===== src/rtl/imm_extend_if.sv =====
// Decode-stage immediate bus: instruction/select in, extended immediate out.
// The master drives the instruction side; the slave is the immediate generator.
interface imm_extend_if;
   logic [31:0] Instr;
   logic [2:0]  ImmSrc;
   logic        InValid;
   logic [31:0] ImmExt;
   logic        OutValid;
   logic        IllegalSrc;

   modport master (
      output Instr, ImmSrc, InValid,
      input  ImmExt, OutValid, IllegalSrc
   );

   modport slave (
      input  Instr, ImmSrc, InValid,
      output ImmExt, OutValid, IllegalSrc
   );
endinterface


===== src/rtl/imm_extend.sv =====
// RV32I immediate generator: I/S/B/J/U formats sign- or upper-extended to 32 bits.
// The result is either registered (one-cycle latency) or passed straight through.
module imm_extend #(
   parameter bit REG_OUT = 1'b1
) (
   input  logic         clk,
   input  logic         rst_n,
   imm_extend_if.slave  bus
);

   logic [31:0] w_imm;
   logic        w_illegal;
   logic        w_unused_opcode;

   // Opcode bits never take part in the immediate.
   assign w_unused_opcode = ^bus.Instr[6:0];

   always_comb begin
      w_imm     = 32'h0000_0000;
      w_illegal = 1'b0;
      case (bus.ImmSrc)
         3'b000: w_imm = {{20{bus.Instr[31]}}, bus.Instr[31:20]};
         3'b001: w_imm = {{20{bus.Instr[31]}}, bus.Instr[31:25], bus.Instr[11:7]};
         3'b010: w_imm = {{20{bus.Instr[31]}}, bus.Instr[7], bus.Instr[30:25],
                          bus.Instr[11:8], 1'b0};
         3'b011: w_imm = {{12{bus.Instr[31]}}, bus.Instr[19:12], bus.Instr[20],
                          bus.Instr[30:21], 1'b0};
         3'b100: w_imm = {bus.Instr[31:12], 12'h000};
         // Reserved encodings and X both land here, so nothing can latch.
         default: begin
            w_imm     = 32'h0000_0000;
            w_illegal = 1'b1;
         end
      endcase
   end

   if (REG_OUT) begin : g_reg
      logic [31:0] r_imm;
      logic        r_valid;
      logic        r_illegal;

      always_ff @(posedge clk or negedge rst_n) begin
         if (!rst_n) begin
            r_imm     <= 32'h0000_0000;
            r_valid   <= 1'b0;
            r_illegal <= 1'b0;
         end else begin
            r_imm     <= w_imm;
            r_valid   <= bus.InValid;
            r_illegal <= w_illegal;
         end
      end

      assign bus.ImmExt     = r_imm;
      assign bus.OutValid   = r_valid;
      assign bus.IllegalSrc = r_illegal;
   end else begin : g_comb
      logic w_unused_clk_rst;
      assign w_unused_clk_rst = clk ^ rst_n;

      assign bus.ImmExt     = w_imm;
      assign bus.OutValid   = bus.InValid;
      assign bus.IllegalSrc = w_illegal;
   end

endmodule


===== src/flat_wrapper.sv =====
// flat-port wrapper written by rule: the top's interface ports become plain ports
module imm_extend_flat 
#(
   parameter bit REG_OUT = 1'b1
)
  (clk, rst_n, bus_Instr, bus_ImmSrc, bus_InValid, bus_ImmExt, bus_OutValid, bus_IllegalSrc);
  imm_extend_if bus_i ();
  input  logic clk;
  input  logic rst_n;
  input wire logic [$bits(bus_i.Instr)-1:0] bus_Instr;
  input wire logic [$bits(bus_i.ImmSrc)-1:0] bus_ImmSrc;
  input wire logic [$bits(bus_i.InValid)-1:0] bus_InValid;
  output wire logic [$bits(bus_i.ImmExt)-1:0] bus_ImmExt;
  output wire logic [$bits(bus_i.OutValid)-1:0] bus_OutValid;
  output wire logic [$bits(bus_i.IllegalSrc)-1:0] bus_IllegalSrc;
  assign bus_i.Instr = bus_Instr;
  assign bus_i.ImmSrc = bus_ImmSrc;
  assign bus_i.InValid = bus_InValid;
  assign bus_ImmExt = bus_i.ImmExt;
  assign bus_OutValid = bus_i.OutValid;
  assign bus_IllegalSrc = bus_i.IllegalSrc;
  imm_extend #(.REG_OUT(REG_OUT)) u_core (.clk(clk), .rst_n(rst_n), .bus(bus_i));
endmodule

===== config.mk =====
export PLATFORM = sky130hd
export DESIGN_NAME = imm_extend_flat
export DESIGN_NICKNAME = d
export VERILOG_FILES = /design/src/rtl/imm_extend_if.sv /design/src/rtl/imm_extend.sv /design/src/flat_wrapper.sv
export SDC_FILE = /design/constraint.sdc
export NUM_CORES = 1
export LEC_CHECK = 0
export BUFFER_PORTS_ARGS = -buffer_cell sky130_fd_sc_hd__clkbuf_2
export CAP_MARGIN = 20
export CORE_MARGIN = 2
export CORE_UTILIZATION = 35
export CTS_BUF_LIST = sky130_fd_sc_hd__clkbuf_2
export CTS_CLUSTER_SIZE = 16
export DETAILED_ROUTE_END_ITERATION = 6
export PLACE_DENSITY = 0.64
export SYNTH_ARGS = -nofsm -noshare
export SYNTH_HDL_FRONTEND = slang
export SYNTH_SLANG_ARGS = --single-unit

===== constraint.sdc =====
create_clock -name clk -period 0.8 [get_ports clk]
set_input_delay 0.08 -clock clk [delete_from_list [all_inputs] [get_ports clk]]
set_output_delay 0.08 -clock clk [all_outputs]
set_load 0.005 [all_outputs]

==> flow_metrics.tcl <==
set metrics [dict create \
    rsz0062_at_grt "yes" \
    cp.required_ns 0.72 \
    drv_cap 0 \
    hp-class "in2reg" \
    path_cells "clkbuf_2" \
    dp_hpwl_um 2230 \
    yosysUniqueCellTypes 17 \
    layout-drive-gt1-share_pct 46.3 \
    ys_warn_count 0 \
    vdd_ir_drop_max_uv 836 \
    first_pass_iters 4 \
    syn_nets 144 \
    ant_nets 0 \
    grt_max_degree 35 \
    first_global_vias 1232 \
    placed_cell_area_um2 1790 \
    num_antenna_cells 0 \
    cp_num_buf_inv 1 \
    setup_violations 34 \
    die_width_um 65.0 \
    core_area_um2 3610 \
    antenna_found_initial 0 \
    cts_buffers 5 \
    routed_wl_um 3370 \
    drt_iter0_markers 56 \
    synth_cells 106 \
    violations "negative setup slack" \
    drv_slew 0 \
    gp_congestion 0.729 \
    fmax_ghz 1.01 \
    root_buffer "clkbuf_2" \
    io_buffers 64 \
    cp-end-kind "output pin" \
    hp-start "bus_Instr[19]" \
    tightestPinTransition_ns 0.529 \
    status "finished with violations" \
    cp.arrival_ns 0.91 \
    fin_area_um2 2100 \
    grtUsageTotal_pct 17.5 \
    holdPathEnd "u_core.bus.ImmExt[19]" \
    ctsHtreeMaxLevel 2 \
    crit_family "flip-flops" \
    crit_fanout 1 \
    min_path_cells 3 \
    rows 22 \
    relSlewSlack_pct 64.6 \
    period_needed_ns 0.990 \
    vias 1171 \
    totalPowerFinal_mw 3.95 \
    slowest_stage "dfrtp_1" \
    clock_path_buffers 2 \
    power_density_nw_per_um2 1880 \
    cp.depth 1 \
    critPathKind "reg2out" \
    final_nets 238 \
    syn_area_um2 1300 \
    viasPerCell 4.70 \
    timing.final.crit_share_pct 124 \
    worst_path_largest_cell_delay_ns 0.42 \
    floorplan.initialDensity_pct 36.1 \
    syn_avg_cell_area_um2 12.3 \
    grt_pass1_wl_um 5520 \
    dieArea_um2 4230 \
    wire_per_inst_um 13.5 \
    ys_seq_area_share_pct 65.3 \
    p_leak_nw 1.13 \
    cts.clk_slew.worst_paths_ns 0.19 \
    cp-start-kind "register" \
    yosys-top-cells-area "dfrtp_1, a21o_1, a21oi_1, nor2b_1, mux2i_1" \
    grt_overflow_total 0 \
    drcViolationCount 0 \
    tritoncts "done" \
    clock-sinks 34 \
    die_y_um 65.0 \
    synth_top_area_share_pct 65.3 \
    finalWorstSetupSlack_ns -0.190 \
    yosysTopAreaCell "dfrtp_1" \
    synth_seq_cells 34 \
    final-hold-violation-count 0 \
    syn_to_final_growth_pct 61.3 \
    io_pins 72 \
]
Yosys cell counts, drive strengths merged:
| cell type | n |
|---|---|
| a211oi | 1 |
| a21o | 11 |
| a21oi | 16 |
| and2 | 1 |
| buf | 5 |
| clkbuf | 5 |
| dfrtp | 34 |
| mux2i | 6 |
| nor2 | 5 |
| nor2b | 10 |
| nor3 | 1 |
| nor3b | 1 |
| o21a | 1 |
| o22ai | 8 |
| xor2 | 1 |
flip-flops by register name, indices dropped and copies added, names as in the netlist:
register,cells
u_core.bus.IllegalSrc,1
u_core.bus.ImmExt,32
u_core.bus.OutValid,1
through the flow:
stage / cells / hold WS, ns / setup TNS, ns / setup WS, ns / util (%)
floorplan: 106 / -0.216 / 0 / 0.00154 / -
global placement: 219 / 0.0526 / -3.05 / -0.218 / 49.5
detailed placement: 219 / 0.0555 / -3.21 / -0.303 / 49.5
CTS: 248 / 0.000313 / -5.99 / -0.200 / 57.8
global route: 249 / 0.00243 / -7.98 / -0.259 / 58.3
finish: 249 / 0.0119 / -5.19 / -0.190 / 58.3
per-layer routing:
| metal | GRT usage [%] | part of all wire (%) |
|---|---|---|
| met5 | 0 | 0 |
| met4 | 6.91 | 0.92 |
| met3 | 5.73 | 5.8 |
| met2 | 29.9 | 53 |
| met1 | 20.2 | 41 |
layout by cell type (no fill, tap or decap):
cell	synthesis	final
nor2b_1	10	10
clkinv_1	0	1
o21a_1	1	1
a21oi_1	16	8
nor2_1	5	5
clkbuf_2	1	69
dlygate4sd3_1	0	22
buf_12	0	2
a21o_1	11	11
buf_4	1	9
o22ai_1	8	8
nor3_1	1	1
and2_4	0	1
bufinv_16	0	2
mux2i_1	6	6
a21oi_2	0	8
xor2_4	0	1
dfrtp_1	34	34
a211oi_2	0	1
nor3b_1	1	1
cells by family after synthesis:
logic type | after synthesis | share of synthesized area [%]
compound gates | 37 | 17.5
flops | 34 | 65.3
simple gates | 18 | 7.69
buf+inv | 10 | 3.65
mux | 6 | 4.61
xor+xnor | 1 | 1.25
what timing repair did:
action | in CTS | in global routing
setup endpoints to repair | 34 | 35
endpoints found under the hold margin | 60 | 1
gates resized for setup | 0 | 1
hold buffers | 21 | 1
setup buffers | 0 | 0
worst max path at each step:
stage | to | startpoint
floorplan | u_core.bus.ImmExt[12] | bus_ImmSrc[1]
global placement | u_core.bus.ImmExt[12] | bus_ImmSrc[1]
detailed placement | u_core.bus.ImmExt[18] | bus_ImmSrc[1]
CTS | bus_ImmExt[14] | u_core.bus.ImmExt[14]
global route | bus_ImmExt[25] | u_core.bus.ImmExt[25]
finish | bus_ImmExt[16] | u_core.bus.ImmExt[16]
area by class of cell:
type | count | area [µm²]
Timing Repair Buffer | 97 | 648
Sequential cell | 34 | 851
Fill cell | 303 | 1510
Multi-Input combinational cell | 62 | 453
Tap cell | 48 | 60.1
Clock buffer | 5 | 25.0
Clock inverter | 3 | 63.8
power breakdown:
group | switching [mW] | internal (mW) | leakage, nW
registers | 0.0341 | 1.84 | 0.432
logic | 0.310 | 0.360 | 0.644
clock network | 0.573 | 0.833 | 0.0506
total | 0.918 | 3.03 | 1.13
Power figures use the tool's default switching activity.
